<file path="config.mk">
export PLATFORM = sky130hd
export DESIGN_NAME = nco_phase_deserializer
export DESIGN_NICKNAME = d
export VERILOG_FILES = /design/src/rtl/nco_pkg.sv /design/src/rtl/nco_sample_fifo.sv /design/src/rtl/nco_phase_deserializer.sv
export SDC_FILE = /design/constraint.sdc
export NUM_CORES = 1
export LEC_CHECK = 0
export CAP_MARGIN = 15
export CORE_ASPECT_RATIO = 1.2
export CORE_MARGIN = 4
export CORE_UTILIZATION = 37
export CTS_CLUSTER_DIAMETER = 100
export DETAILED_ROUTE_END_ITERATION = 10
export GPL_ROUTABILITY_DRIVEN = 0
export HOLD_SLACK_MARGIN = 0.15
export PLACE_DENSITY = 0.56
export SLEW_MARGIN = 20
export SYNTH_ARGS = -nofsm -noshare
export SYNTH_HDL_FRONTEND = slang
export SYNTH_SLANG_ARGS = --single-unit
</file>
<file path="constraint.sdc">
create_clock -name clk -period 1.6 [get_ports clk]
set_input_delay 0.16 -clock clk [delete_from_list [all_inputs] [get_ports clk]]
set_output_delay 0.16 -clock clk [all_outputs]
set_load 0.005 [all_outputs]
</file>
<file path="src/rtl/nco_pkg.sv">
// Shared constants, FSM state encoding and sample record for the NCO phase
// deserializer and its output buffer.
package nco_pkg;

    localparam int DIGITS  = 6;
    localparam int DIGIT_W = 2;
    localparam int ANGLE_W = DIGITS * DIGIT_W;
    localparam int CNT_W   = 3;

    typedef enum logic {
        IDLE  = 1'b0,
        SHIFT = 1'b1
    } state_t;

    typedef struct packed {
        logic [ANGLE_W-1:0] angle;
        logic               sign;
        logic               ang_err;
    } sample_t;

    // A folded angle must have matching top two bits; 01 or 10 is out of range.
    function automatic logic fold_err(input logic [ANGLE_W-1:0] a);
        return a[ANGLE_W-1] ^ a[ANGLE_W-2];
    endfunction

endpackage

</file>
<file path="src/rtl/nco_sample_fifo.sv">
// Two-entry synchronous FIFO; a push into a full FIFO is accepted only when a
// pop happens in the same cycle.
module nco_sample_fifo
    import nco_pkg::*;
#(
    parameter int WIDTH = 8
) (
    input  logic             clk,
    input  logic             rst_n,
    input  logic             push,
    input  logic [WIDTH-1:0] push_data,
    input  logic             pop,
    output logic [WIDTH-1:0] pop_data,
    output logic             full,
    output logic             empty
);

    logic [WIDTH-1:0] mem [2];
    logic             wr_ptr;
    logic             rd_ptr;
    logic [1:0]       count;
    logic             do_push;
    logic             do_pop;

    assign full     = (count == 2'd2);
    assign empty    = (count == 2'd0);
    assign do_pop   = pop && !empty;
    assign do_push  = push && (!full || do_pop);
    assign pop_data = mem[rd_ptr];

    always_ff @(posedge clk or negedge rst_n) begin
        if (!rst_n) begin
            mem[0] <= '0;
            mem[1] <= '0;
            wr_ptr <= 1'b0;
            rd_ptr <= 1'b0;
            count  <= 2'd0;
        end else begin
            if (do_push) begin
                mem[wr_ptr] <= push_data;
                wr_ptr      <= ~wr_ptr;
            end
            if (do_pop) begin
                rd_ptr <= ~rd_ptr;
            end
            case ({do_push, do_pop})
                2'b10:   count <= count + 2'd1;
                2'b01:   count <= count - 2'd1;
                default: count <= count;
            endcase
        end
    end

endmodule

</file>
<file path="src/rtl/nco_phase_deserializer.sv">
// Frames the serial 2-bit phase digit stream into 12-bit folded angle samples
// and buffers them for the downstream sine stage.
//
//   state | meaning
//   IDLE  | waiting for a Vld strobe; Ain ignored
//   SHIFT | capturing digit cnt of the current frame, LSB digit first
module nco_phase_deserializer
    import nco_pkg::*;
(
    input  logic               clk,
    input  logic               rst_n,
    input  logic               Vld,
    input  logic [DIGIT_W-1:0] Ain,
    input  logic               ISin,
    input  logic               ovr_clr,
    input  logic               out_ready,
    output logic               out_valid,
    output logic [ANGLE_W-1:0] out_angle,
    output logic               out_sign,
    output logic               ang_err,
    output logic               frm_err,
    output logic               ovr
);

    state_t             state_q, state_d;
    logic [CNT_W-1:0]   cnt_q, cnt_d;
    logic [ANGLE_W-1:0] shreg_q, shreg_d;
    logic               sign_q, sign_d;
    logic               frm_err_d;
    logic               push;
    sample_t            push_sample;
    sample_t            head;
    logic               fifo_full;
    logic               fifo_empty;
    logic               ovr_set;

    always_ff @(posedge clk or negedge rst_n) begin
        if (!rst_n) begin
            state_q <= IDLE;
            cnt_q   <= '0;
            shreg_q <= '0;
            sign_q  <= 1'b0;
            frm_err <= 1'b0;
            ovr     <= 1'b0;
        end else begin
            state_q <= state_d;
            cnt_q   <= cnt_d;
            shreg_q <= shreg_d;
            sign_q  <= sign_d;
            frm_err <= frm_err_d;
            if (ovr_set) begin
                ovr <= 1'b1;
            end else if (ovr_clr) begin
                ovr <= 1'b0;
            end
        end
    end

    always_comb begin
        state_d   = state_q;
        cnt_d     = cnt_q;
        shreg_d   = shreg_q;
        sign_d    = sign_q;
        frm_err_d = 1'b0;
        push      = 1'b0;
        case (state_q)
            IDLE: begin
                if (Vld) begin
                    sign_d  = ISin;
                    shreg_d = '0;
                    cnt_d   = '0;
                    state_d = SHIFT;
                end
            end
            SHIFT: begin
                if (Vld) begin
                    // Truncated frame: drop the partial capture and restart.
                    frm_err_d = 1'b1;
                    sign_d    = ISin;
                    shreg_d   = '0;
                    cnt_d     = '0;
                end else begin
                    for (int i = 0; i < DIGITS; i++) begin
                        if (cnt_q == CNT_W'(i)) begin
                            shreg_d[i*DIGIT_W +: DIGIT_W] = Ain;
                        end
                    end
                    if (cnt_q == CNT_W'(DIGITS - 1)) begin
                        push    = 1'b1;
                        cnt_d   = '0;
                        state_d = IDLE;
                    end else begin
                        cnt_d = cnt_q + CNT_W'(1);
                    end
                end
            end
            default: begin
                state_d = IDLE;
                cnt_d   = '0;
            end
        endcase
    end

    always_comb begin
        push_sample.angle   = shreg_d;
        push_sample.sign    = sign_q;
        push_sample.ang_err = fold_err(shreg_d);
    end

    // A full buffer only overruns if the head is not leaving this same cycle.
    assign ovr_set = push && fifo_full && !(out_ready && !fifo_empty);

    nco_sample_fifo #(
        .WIDTH ($bits(sample_t))
    ) u_fifo (
        .clk       (clk),
        .rst_n     (rst_n),
        .push      (push),
        .push_data (push_sample),
        .pop       (out_ready),
        .pop_data  (head),
        .full      (fifo_full),
        .empty     (fifo_empty)
    );

    assign out_valid = !fifo_empty;
    assign out_angle = head.angle;
    assign out_sign  = head.sign;
    assign ang_err   = head.ang_err;

endmodule

</file>
==> flow_summary_export.csv <==
group,metric,value,unit
yosys,async_reset_ff_share,100.0,%
worst_setup_path,cp_num_buf_inv,1,
yosys,synth_common_cells,"53 x mux2_2, 51 x dfrtp_1, 10 x nor2b_1, 6 x xnor2_1, 5 x clkbuf_1",
worst_setup_path,critPathKind,"flop to flop",
drt,vias,1449,
yosys,synth_area_leaders,"dfrtp_1 54%, mux2_2 25%, nor2b_1 2.6%",
run,maxCapViolCount,0,
timing,tns,-3.081,ns
yosys,synth_cells,166,
yosys,avgSynthCellArea,14.22,µm²
global_routing,grt_max_degree,52,
die,die_h,95.51,µm
placed_design,portBuffers,24,
worst_setup_path,max_stage_delay,0.45,ns
clocking,path_clk_slew,0.09,ns
worst_setup_path,path_delay_family,"simple AND/OR/NAND/NOR gates",
die,fp.coreArea,0.006128,mm²
layout,n_antenna_cell,0,
global_routing,grt_pass1_vias,1567,
yosys,yosysSeqAreaShare,54.05,%
clocking,clockRootBuffer,"clkbuf_8",
status,failed_checks,"setup timing",
global_routing,grt_antenna_before_repair,0,
timing,min_period_over_period,110.0,%
clocking,cts_tree,"done",
timing,rsz0062_at_grt,"true",
layout,nets,228,
worst_setup_path,path_cells,"nand4b_4 -> nor4b_4 -> clkbuf_16 -> mux2_4",
timing,fmax,568.0,MHz
worst_setup_path,cp.arrival,1.95,ns
die,initial_utilization,38.53,%
power,ir_worst_vdd,0.6940,mV
timing,finalSetupViolCount,30,
clocking,clkLatencyLatePin,0.30,ns
worst_setup_path,worstPathMaxFanout,7,
layout,drive_above_1_share,55.25,%
die,rows,31,
worst_setup_path,cp_slowest_cell,"dfrtp_2",
die,die_area,0.007728,mm²
placed_design,dpl.hpwl,3181,µm
layout,area.growth.synth_to_final,34.87,%
timing,hold_viol_final,0,
drt,vias_per_cell,4.814,
global_routing,grt_first_pass_wirelength,8204,µm
global_routing,grt_overflow,0,
timing,layout_setup_ws,-0.1604,ns
drt,wire_per_inst,16.92,µm
drt,drc,0,
clocking,clk_path_buf_depth,2,
timing,drv_slew,0,
drt,ant_nets,0,
global_routing,grt_usage,14.16,%
yosys,yosys.cell_types.count,29,
yosys,syn_nets,176,
hold_path,hold_path_class,"primary input to asynchronous set/reset pin",
yosys,synth_edf_count,0,
drt,drt_pre_antenna_iters,4,
die,die_w,80.92,µm
timing,whs,0.3651,ns
status,status,"finished with violations",
worst_setup_path,end_kind,"flop",
worst_setup_path,critical_path.startpoint_type,"flop",
timing,relSlewSlack,66.49,%
worst_setup_path,cp.required,1.79,ns
power,finalPower,0.003270,W
power,p_per_area,1027,mW/mm²
yosys,ys.flop_type,"dfrtp_1",
drt,wl,5094,µm
power,p_leak,1.499,nW
yosys,synth_warnings,0,
clocking,cts-htree-levels,2,
drt,drt_iter0_markers,45,
timing,worst-slew-pin-transition,0.5004,ns
yosys,synth_top_area_share,54.05,%
clocking,cts_buffers,5,
yosys,synth.largest_area_cell,"dfrtp_1",
timing,final.min_clock_period,1.760,ns
yosys,synth_most_common_cell,"mux2_2",
clocking,cts.sinks,51,
timing,finClkSkew,0.01126,ns
yosys,synth_seq_cells,51,
yosys,syn_area,0.002361,mm²
die,ios,25,
-- flip-flops by register name (all words and copies together), names as in the netlist --
| register | count |
|---|---|
| u_fifo.count | 2 |
| ovr | 1 |
| state_q | 1 |
| u_fifo.wr_ptr | 1 |
| shreg_q | 12 |
| frm_err | 1 |
| u_fifo.rd_ptr | 1 |
| sign_q | 1 |
| cnt_q | 3 |
| u_fifo.mem | 28 |
-- cell usage in the layout (no fill, tap or decap), drive strengths merged, types with 2 or more instances in the layout --
cell / n
mux2: 53
dfrtp: 51
buf: 37
clkbuf: 12
nor2b: 10
clkdlybuf4s50: 8
xnor2: 6
nor2: 4
a21oi: 4
and2: 3
and4bb: 3
nand3: 2
a21bo: 2
inv: 2
nor4b: 2
nand3b: 2
xor2: 2
ha: 2
-- metal layers --
| metal | vias up | track usage, % | part of all wire [%] | routed length, µm |
|---|---|---|---|---|
| li1 | 683 | - | - | - |
| met1 | 743 | 18.44 | 44 | 2266 |
| met2 | 17 | 23.77 | 52 | 2631 |
| met3 | 6 | 2.741 | 2.7 | 136 |
| met4 | 0 | 4.225 | 1.2 | 60 |
| met5 | - | 0 | 0 | 0 |
-- power by group --
part | internal (W) | total, W | switching (W)
clock | 0.000306 | 0.000723 | 0.000417
combinational | 0.000622 | 0.00101 | 0.000387
sequential | 0.00143 | 0.00154 | 0.000108
total | 0.00236 | 0.00327 | 0.000912
-- cell families (layout without fill, tap and decap cells) --
group                      after synthesis  after routing  share of synthesized area (%)
AOI/OAI and AO/OA                        8              8                          2.385
xor gates and xnor gates                 8              8                          2.968
adders and majority gates                2              2                          1.060
buffers and inverters                   10             63                          2.279
DFF                                     51             51                          54.05
muxes                                   54             54                          25.70
and+or+nand+nor                         33             33                          11.55
-- final timing paths --
check | slack [ns] | from | end | depth (start not counted)
max | -0.16 | cnt_q[1] | u_fifo.mem[6] | 4
min | 0.37 | rst_n | u_fifo.mem[4] | 3
max reg2reg | -0.16 | cnt_q[1] | u_fifo.mem[6] | 4
min reg2reg | 0.51 | u_fifo.mem[8] | u_fifo.mem[8] | 1
max in group asynchronous | 0.99 | rst_n | sign_q | 3
min in group clk | 0.47 | ovr_clr | ovr | 3
-- worst min-delay path, stage by stage --
cell           delay (ns)
dlygate4sd3_1        0.52
buf_2                0.12
buf_12               0.26
-- area by class of cell --
cell class | instances | area, µm²
multi-input cells | 105 | 1217
flip-flops and latches | 51 | 1280
clock inverters | 2 | 12.51
clock buffers | 6 | 72.57
well taps | 82 | 102.6
inverters | 2 | 7.507
repair buffers | 53 | 491.7
fillers | 557 | 2944
-- what timing repair did --
item | in CTS | in global routing
setup buffers | 7 | 4
gates cloned | 1 | 2
setup endpoints to repair | 46 | 42
hold buffers | 1 | 0
hold endpoints to repair | 51 | 0
pin swaps | 6 | 3
gates resized for setup | 69 | 21
-- through the flow --
| step | setup WS, ns | std cells | utilization, % | cell area (µm²) |
|---|---|---|---|---|
| 2_1_floorplan | -0.1037 | 166 | - | 2446 |
| 3_3_place_gp | -0.2194 | 281 | 47.57 | 2915 |
| 3_5_place_dp | -0.2560 | 281 | 47.57 | 2915 |
| 4_1_cts | -0.1406 | 298 | 51.14 | 3134 |
| 5_1_grt | -0.2312 | 301 | 51.96 | 3184 |
| 6_report | -0.1604 | 301 | 51.96 | 3184 |
No activity file was read; power rests on OpenSTA's default activity.
